===== src/rtl/mult_acc_array.sv =====
// Pipelined signed multiply-accumulate array: per-beat lane dot product, accumulated
// across a frame delimited by last_i, emitted as one saturated result per frame.
module mult_acc_array #(
    parameter int MULT_MODE      = 0,
    parameter int IN_DATA_WIDTH  = 8,
    parameter int NUM_LANES      = 4,
    parameter int ACC_WIDTH      = 32,
    parameter int OUT_DATA_WIDTH = 16
) (
    input  logic                                clk,
    input  logic                                rst,
    input  logic                                valid_i,
    output logic                                ready_o,
    input  logic [NUM_LANES*IN_DATA_WIDTH-1:0]  a_i,
    input  logic [NUM_LANES*IN_DATA_WIDTH-1:0]  b_i,
    input  logic                                last_i,
    output logic                                valid_o,
    input  logic                                ready_i,
    output logic [OUT_DATA_WIDTH-1:0]           p_o,
    output logic                                sat_o
);

    localparam int W  = IN_DATA_WIDTH;
    localparam int PW = 2 * IN_DATA_WIDTH;
    localparam int N  = NUM_LANES;
    localparam int AW = ACC_WIDTH;
    localparam int OW = OUT_DATA_WIDTH;

    localparam logic signed [AW-1:0] SAT_MAX = {{(AW-OW+1){1'b0}}, {(OW-1){1'b1}}};
    localparam logic signed [AW-1:0] SAT_MIN = {{(AW-OW+1){1'b1}}, {(OW-1){1'b0}}};

    // Input capture stage, registered on acceptance
    logic                  s0_valid_q, s0_last_q;
    logic [N*W-1:0]        s0_a_q, s0_b_q;

    logic                  s1_valid_q, s1_last_q;
    logic [N-1:0][W-1:0]   s1_mag_a_q, s1_mag_b_q, mag_a_d, mag_b_d;
    logic [N-1:0]          s1_sign_q, sign_d;

    logic                  s2_valid_q, s2_last_q;
    logic [N-1:0][PW-1:0]  s2_prod_q, prod_d;

    logic                  s3_valid_q, s3_last_q;
    logic signed [AW-1:0]  s3_sum_q, sum_d;

    logic signed [AW-1:0]  acc_q, final_d;
    logic                  first_q;
    logic                  valid_o_q, sat_q, clip_d, sat_hi, sat_lo;
    logic [OW-1:0]         p_q, p_d;
    logic                  advance;

    // One global stall: the whole pipe freezes while a result waits downstream.
    assign advance = ~(valid_o_q & ~ready_i);
    assign ready_o = advance & ~rst;

    for (genvar k = 0; k < N; k++) begin : g_lane
        logic [W-1:0]  a_k, b_k;
        logic [PW-1:0] prod_mag;

        assign a_k        = s0_a_q[k*W +: W];
        assign b_k        = s0_b_q[k*W +: W];
        // W-bit unsigned magnitude keeps the most-negative operand exact.
        assign mag_a_d[k] = a_k[W-1] ? -a_k : a_k;
        assign mag_b_d[k] = b_k[W-1] ? -b_k : b_k;
        assign sign_d[k]  = a_k[W-1] ^ b_k[W-1];

        if (MULT_MODE == 0) begin : g_shift_add
            always_comb begin
                prod_mag = '0;
                for (int i = 0; i < W; i++) begin
                    if (s1_mag_b_q[k][i]) begin
                        prod_mag = prod_mag + (PW'(s1_mag_a_q[k]) << i);
                    end
                end
            end
        end else begin : g_native
            assign prod_mag = PW'(s1_mag_a_q[k]) * PW'(s1_mag_b_q[k]);
        end

        assign prod_d[k] = s1_sign_q[k] ? -prod_mag : prod_mag;
    end

    always_comb begin
        sum_d = '0;
        for (int k = 0; k < N; k++) begin
            sum_d = sum_d + AW'($signed(s2_prod_q[k]));
        end
    end

    always_comb begin
        final_d = first_q ? s3_sum_q : (acc_q + s3_sum_q);
        sat_hi  = (final_d > SAT_MAX);
        sat_lo  = (final_d < SAT_MIN);
        clip_d  = sat_hi | sat_lo;
        if (sat_hi) begin
            p_d = SAT_MAX[OW-1:0];
        end else if (sat_lo) begin
            p_d = SAT_MIN[OW-1:0];
        end else begin
            p_d = final_d[OW-1:0];
        end
    end

    always_ff @(posedge clk) begin
        if (rst) begin
            s0_valid_q <= 1'b0;
            s0_last_q  <= 1'b0;
            s0_a_q     <= '0;
            s0_b_q     <= '0;
            s1_valid_q <= 1'b0;
            s1_last_q  <= 1'b0;
            s1_mag_a_q <= '0;
            s1_mag_b_q <= '0;
            s1_sign_q  <= '0;
            s2_valid_q <= 1'b0;
            s2_last_q  <= 1'b0;
            s2_prod_q  <= '0;
            s3_valid_q <= 1'b0;
            s3_last_q  <= 1'b0;
            s3_sum_q   <= '0;
            acc_q      <= '0;
            first_q    <= 1'b1;
            valid_o_q  <= 1'b0;
            p_q        <= '0;
            sat_q      <= 1'b0;
        end else if (advance) begin
            s0_valid_q <= valid_i;
            s0_last_q  <= valid_i & last_i;
            s0_a_q     <= a_i;
            s0_b_q     <= b_i;

            s1_valid_q <= s0_valid_q;
            s1_last_q  <= s0_last_q;
            s1_mag_a_q <= mag_a_d;
            s1_mag_b_q <= mag_b_d;
            s1_sign_q  <= sign_d;

            s2_valid_q <= s1_valid_q;
            s2_last_q  <= s1_last_q;
            s2_prod_q  <= prod_d;

            s3_valid_q <= s2_valid_q;
            s3_last_q  <= s2_last_q;
            s3_sum_q   <= sum_d;

            valid_o_q  <= s3_valid_q & s3_last_q;
            // Bubbles leave acc and first untouched; overflow wraps silently.
            if (s3_valid_q) begin
                acc_q   <= final_d;
                first_q <= s3_last_q;
                if (s3_last_q) begin
                    p_q   <= p_d;
                    sat_q <= clip_d;
                end
            end
        end
    end

    assign valid_o = valid_o_q;
    assign p_o     = p_q;
    assign sat_o   = sat_q;

endmodule


===== config.mk =====
export PLATFORM = sky130hd
export DESIGN_NAME = mult_acc_array
export DESIGN_NICKNAME = d
export VERILOG_FILES = /design/src/rtl/mult_acc_array.sv
export SDC_FILE = /design/constraint.sdc
export NUM_CORES = 1
export LEC_CHECK = 0
export BUFFER_PORTS_ARGS = -buffer_cell sky130_fd_sc_hd__buf_2
export CAP_MARGIN = 30
export CORE_UTILIZATION = 25
export DETAILED_ROUTE_END_ITERATION = 7
export HOLD_SLACK_MARGIN = 0.06
export PLACE_DENSITY = 0.5
export SYNTH_ARGS = -nofsm -noshare
export SYNTH_HDL_FRONTEND = slang
export SYNTH_SLANG_ARGS = --single-unit

===== constraint.sdc =====
create_clock -name clk -period 15.9 [get_ports clk]
set_clock_uncertainty 0.1 [all_clocks]
set_input_delay 0.795 -clock clk [delete_from_list [all_inputs] [get_ports clk]]
set_output_delay 0.795 -clock clk [all_outputs]
set_load 0.03 [all_outputs]

# Yosys cells after proc, flatten, opt, wreduce, memory -nomap -nowiden
# Index checks and enable logic that the tools add are counted.
dict set report word_totals {
  regBits 287
  latch_bits 0
  ram_bits 0
  mem_bits_ro 0
  in_bits 69
  out_inout_bits 19
  elab_cells 136
  mem_count 0
}
dict set report op_classes {
  add_sub_neg 44
  multipliers 0
  n_div 0
  magnitude_cmp 2
  eq_ne 0
  shifts 0
  n_mux 47
  n_bitwise 12
  reduce_logical 2
}
# op count
set ops {}
lappend ops {{16-bit two-way mux} 34}
lappend ops {{8-bit two-way mux} 12}
lappend ops {{16-bit by 10-bit adder with 16-bit output} 4}
lappend ops {{16-bit by 11-bit adder with 16-bit output} 4}
lappend ops {{16-bit by 12-bit adder with 16-bit output} 4}
lappend ops {{16-bit by 13-bit adder with 16-bit output} 4}
lappend ops {{16-bit by 14-bit adder with 16-bit output} 4}
lappend ops {{16-bit by 15-bit adder with 16-bit output} 4}
lappend ops {{16-bit negator} 4}
lappend ops {{8-bit negator} 8}
lappend ops {{8-bit by 9-bit adder with 10-bit output} 4}
lappend ops {{32-bit adder} 1}
lappend ops {{32-bit by 16-bit greater-than comparator with 1-bit output (second input constant)} 1}
lappend ops {{32-bit by 16-bit < comparator with 1-bit output (second input constant)} 1}
lappend ops {{32-bit two-way mux} 1}
lappend ops {{18-bit by 16-bit adder with 19-bit output} 1}
lappend ops {{17-bit by 16-bit adder with 18-bit output} 1}
lappend ops {{16-bit by 16-bit adder with 17-bit output} 1}
lappend ops {{1-bit bitwise AND} 4}
lappend ops {{1-bit XOR} 4}
lappend ops {{1-bit NOT} 3}
lappend ops {{3-bit AND reduction} 1}
lappend ops {{2-bit AND reduction} 1}
lappend ops {{1-bit OR} 1}

# Longest topological paths before layout
dict set report logic_depth {
  ltp_word 17
  ltp_mapped 53
  depth_no_buf 52
}

# Worst setup path after synthesis
# Ideal clock, no wire load.
dict set report synth_timing {
  path_kind {reg-to-reg}
  from {reg s1_mag_b_q[24] (netlist bit)}
  to {reg s2_prod_q[63] (netlist bit)}
  setup_time_ns 0.132
  t_arrival_ns 9.476
  required_time_ns 15.668
  setup_slack_ns 6.192
  stages_incl_launch_ff 47
  path_buffers 1
  path_cell_list {dfxtp_1 clkbuf_1 and2_1 ha_1 inv_1 fa_1 nand2b_1 a2111oi_0 a221o_1 or2_2 ha_1 and3b_1 o211a_1 or3_1 a31oi_1 nand2b_1 ha_1 o211a_1 [11 not listed] o211a_1 o31ai_1 a21boi_0 nand3b_1 o21ai_0 ha_1 xnor2_1 a221o_1 ha_1 nand2_1 o21ai_0 xnor2_1 nand2_1 o21ai_0 or3b_4 o41ai_2 xnor2_1 a21oi_1}
}
dict set report synth_between {
  elab_chain_cells 17
}
# item line_no
set synth_rtl {}
lappend synth_rtl {{start, declared} 37} ;# logic [N-1:0][W-1:0] s1_mag_a_q, s1_mag_b_q, mag_a_d, mag_b_d;
lappend synth_rtl {{start signal, assigned} 135} ;# s1_mag_b_q <= mag_b_d;
lappend synth_rtl {{8-bit two-way mux (*)} 71} ;# if (s1_mag_b_q[k][i]) begin
lappend synth_rtl {{8-bit by 9-bit adder with 10-bit output} 72} ;# prod_mag = prod_mag + (PW'(s1_mag_a_q[k]) << i);
lappend synth_rtl {{16-bit two-way mux (*)} 71}
lappend synth_rtl {{16-bit by 10-bit adder with 16-bit output} 72}
lappend synth_rtl {{16-bit two-way mux (*)} 71}
lappend synth_rtl {{16-bit by 11-bit adder with 16-bit output} 72}
lappend synth_rtl {{16-bit two-way mux (*)} 71}
lappend synth_rtl {{16-bit by 12-bit adder with 16-bit output} 72}
lappend synth_rtl {{16-bit two-way mux (*)} 71}
lappend synth_rtl {{16-bit by 13-bit adder with 16-bit output} 72}
lappend synth_rtl {{16-bit two-way mux (*)} 71}
lappend synth_rtl {{16-bit by 14-bit adder with 16-bit output} 72}
lappend synth_rtl {{16-bit two-way mux (*)} 71}
lappend synth_rtl {{16-bit by 15-bit adder with 16-bit output} 72}
lappend synth_rtl {{16-bit two-way mux (*)} 71}
lappend synth_rtl {{16-bit negator} 80} ;# assign prod_d[k] = s1_sign_q[k] ? -prod_mag : prod_mag;
lappend synth_rtl {{16-bit two-way mux (*)} 80}
lappend synth_rtl {{end signal, assigned} 140} ;# s2_prod_q <= prod_d;
lappend synth_rtl {{end, declared} 41} ;# logic [N-1:0][PW-1:0] s2_prod_q, prod_d;
# Every way passes the cells marked *; elsewhere a longest branch is shown, timed or not.
# A chain may end at the register's enable or synchronous reset.

# Worst setup path after layout
dict set report layout_timing {
  from {reg s1_mag_a_q[9] (netlist bit)}
  to {reg s2_prod_q[31] (netlist bit)}
}
dict set report layout_between {
  elab_chain_cells 17
}
# item line_no
set layout_rtl {}
lappend layout_rtl {{start, declared} 37}
lappend layout_rtl {{start signal, assigned} 134} ;# s1_mag_a_q <= mag_a_d;
lappend layout_rtl {{8-bit two-way mux} 71}
lappend layout_rtl {{8-bit by 9-bit adder with 10-bit output} 72}
lappend layout_rtl {{16-bit two-way mux} 71}
lappend layout_rtl {{16-bit by 10-bit adder with 16-bit output} 72}
lappend layout_rtl {{16-bit two-way mux} 71}
lappend layout_rtl {{16-bit by 11-bit adder with 16-bit output} 72}
lappend layout_rtl {{16-bit two-way mux} 71}
lappend layout_rtl {{16-bit by 12-bit adder with 16-bit output} 72}
lappend layout_rtl {{16-bit two-way mux} 71}
lappend layout_rtl {{16-bit by 13-bit adder with 16-bit output} 72}
lappend layout_rtl {{16-bit two-way mux} 71}
lappend layout_rtl {{16-bit by 14-bit adder with 16-bit output} 72}
lappend layout_rtl {{16-bit two-way mux} 71}
lappend layout_rtl {{16-bit by 15-bit adder with 16-bit output} 72}
lappend layout_rtl {{16-bit two-way mux (*)} 71}
lappend layout_rtl {{16-bit negator} 80}
lappend layout_rtl {{16-bit two-way mux (*)} 80}
# Marks and branches as above.

==> impl_metrics.json <==
{
  "status": "complete, no violations",
  "dp.cells": 5156,
  "crit_family": "compound AO/OA/AOI/OAI gates",
  "synth_cells": 3749,
  "critPathRequiredTime_ps": 16300,
  "fin_util": 0.280,
  "post_cts_resized": 0,
  "grt_pass1_vias": 24000,
  "drt-initial-drc-count": 1485,
  "cts_buffer_depth": 3,
  "clkTransAtPathRegs_ps": 70,
  "avgViaCountPerCell": 4.95,
  "end_kind": "flip-flop",
  "cts_buffers": 36,
  "crit_type": "flip-flop to flip-flop",
  "met1_usage": 0.212,
  "power.density_nw_per_um2": 79.6,
  "cp_num_cells": 48,
  "vias": 25800,
  "gr-usage-met3": 0.0176,
  "drt_wl_total_um": 83000,
  "synth.avg_cell_area_um2": 7.49,
  "worst_slew_pin_slew_ps": 968,
  "area_growth_pct": 10.7,
  "clock.fmax_mhz": 89.1,
  "top_usage_layer": "met2",
  "io_pins": 88,
  "drive_gt1_frac": 0.0589,
  "ys_types": 84,
  "yosysMostFrequentCell": "nand2_1",
  "critical_path.slowest_cell": "dfxtp_1",
  "finalHoldViolCount": 0,
  "yosysTopAreaCellShare": 0.195,
  "die_height_um": 337,
  "htree_levels": 2,
  "clock_latency_ps": 580,
  "ir_drop_mv": 0.0608,
  "rsz0062_at_grt": "no",
  "yosys_warnings": 0,
  "cp.arrival_ps": 11620,
  "nets": 4138,
  "slowest_delay_ps": 580,
  "routedWlPerCell_um": 15.9,
  "syn_area_um2": 28100,
  "finalSetupViolations": 0,
  "core_area_um2": 111000,
  "grt_pass1_wl_um": 133000,
  "swShare": 0.359,
  "leakage_nw": 13.8,
  "grt_max_degree": 198,
  "yosysTopAreaCell": "dfxtp_1",
  "post_cts_buffers": 0,
  "finalCritPeriodShare": 0.706,
  "p_seq_frac": 0.339,
  "antenna_found_initial": 1,
  "synth_edf_count": 0,
  "synth-seq-cells": 274,
  "path_max_fanout": 10,
  "instances_no_fill": 5221,
  "switchingPower_mw": 0.888,
  "ys_async_sr_fraction": 0,
  "tritoncts": "done",
  "finalSetupTns_ps": 0,
  "crit_buf_inv": 6,
  "diodes": 0,
  "r2r_cells": 48,
  "drc": 0,
  "syn_nets": 4181,
  "whs_path_depth": 2,
  "grt_overflow_total": 0,
  "timing.hold.ws_ps": 354,
  "cts_sinks": 274,
  "drv_cap": 0,
  "first_pass_iters": 5,
  "dp_hpwl_um": 62100,
  "synth_seq_area_share": 0.195,
  "intPower_mw": 1.59,
  "dieArea_um2": 114000,
  "ys.flop_type": "dfxtp_1",
  "initial_core_util": 0.253,
  "postCtsHoldBufs": 0,
  "antenna_left": 0,
  "grt_use_total": 0.144,
  "io_buffers": 87,
  "drv_slew": 0,
  "relSlewSlack": 0.346,
  "num_rows": 122,
  "critPathLaunchType": "flip-flop",
  "gr-usage-met2": 0.223,
  "pwr-share-comb": 0.313,
  "gp_congestion": 0.847,
  "synth_area_leaders": "dfxtp_1 20%, ha_1 13%, nand2_1 6.6%",
  "dieWidth_um": 337,
  "clockPowerShare": 0.348,
  "cts_root_buffer": "clkbuf_16",
  "synth_commonest_cells": "492 x nand2_1, 350 x nor2_1, 323 x a21oi_1, 301 x ha_1, 274 x dfxtp_1",
  "layout_min_cycle_time_ps": 11230,
  "holdCritPathClass": "flip-flop to flip-flop"
}
area by class of cell:
type / count / area (um2)
Multi-Input combinational cell: 3091 / 21200
Clock buffer: 49 / 1050
Sequential cell: 274 / 5490
Clock inverter: 16 / 171
Timing Repair Buffer: 102 / 596
Inverter: 201 / 754
Fill cell: 12200 / 79900
Tap cell: 1488 / 1860
cells in the final DEF (no fill, tap or decap), types with 22 or more instances in the layout:
cell type / netlist / final
o21ai_0: 202 / 202
and3_1: 28 / 28
a21o_1: 73 / 73
xor2_1: 98 / 98
and2_1: 34 / 34
o211ai_1: 27 / 27
a211oi_1: 120 / 120
nand2b_1: 48 / 47
dfxtp_1: 274 / 274
clkbuf_16: 0 / 37
fa_1: 62 / 62
o31ai_1: 34 / 34
buf_2: 1 / 86
or3_1: 32 / 32
nand2_1: 492 / 492
mux2_2: 22 / 22
nor2_1: 350 / 350
inv_1: 191 / 191
nor3_1: 93 / 93
ha_1: 301 / 301
o21a_1: 57 / 57
a31oi_1: 44 / 44
nand3_1: 53 / 53
xnor2_1: 138 / 138
nor2b_1: 64 / 63
mux2i_1: 56 / 56
a21oi_1: 323 / 323
path summary, 6_finish.rpt:
path / from / to / slack (ps)
worst max-delay path: s1_mag_a_q[9]$_SDFFE_PP0N_ / s2_prod_q[31]$_SDFFE_PP0N_ / 4670
worst min-delay path: s1_last_q$_SDFFE_PP0N_ / s1_last_q$_SDFFE_PP0N_ / 350
worst min register to register: s1_last_q$_SDFFE_PP0N_ / s1_last_q$_SDFFE_PP0N_ / 350
worst max register to register: s1_mag_a_q[9]$_SDFFE_PP0N_ / s2_prod_q[31]$_SDFFE_PP0N_ / 4670
registers in the layout, summed over array words and instances, names as in the netlist, 4 cells and up:
signal      count
s1_mag_a_q     32
p_o            16
s3_sum_q       19
s0_b_q         32
s2_prod_q      64
s1_sign_q       4
acc_q          32
s0_a_q         32
s1_mag_b_q     32
power groups by stage:
stage	sequential, mW	combinational [mW]	clock, mW
3_3_place_gp	0.855	0.766	0
6_report	0.839	0.775	0.861
2_1_floorplan	0.796	0.625	0
5_1_grt	0.850	0.880	0.921
3_5_place_dp	0.855	0.770	0
4_1_cts	0.840	0.776	0.894
metal layers:
layer | wire length [um] | up-vias | part of all wire
li1 | - | 13300 | -
met1 | 43300 | 12000 | 0.52
met2 | 35600 | 399 | 0.43
met3 | 3030 | 68 | 0.037
met4 | 1130 | 0 | 0.014
met5 | 0 | - | 0
through the flow:
stage	total power, mW	worst slack, ps	instance area, um2
after floorplan	1.42	6190	28100
after global routing	2.65	3590	31100
after CTS	2.51	4620	31100
after detailed placement	1.62	4660	29900
final	2.47	4670	31100
after global placement	1.62	4850	29900
tightest hold or removal path: cells and delay by family (launching register included):
family	cells	cell delay, ps
and+or+nand+nor	1	50
AOI/OAI and AO/OA	1	50
DFF	1	310
kinds of logic after synthesis:
| logic type | after synthesis | synth area share |
|---|---|---|
| XOR/XNOR | 236 | 0.0736 |
| flip-flops | 274 | 0.195 |
| buffers and inverters | 384 | 0.0514 |
| adder cells (fa/ha/maj) | 363 | 0.178 |
| AO/OA/AOI/OAI | 1109 | 0.258 |
| AND/OR/NAND/NOR | 1303 | 0.214 |
| multiplexers | 80 | 0.0298 |
Power figures use the tool's default switching activity.
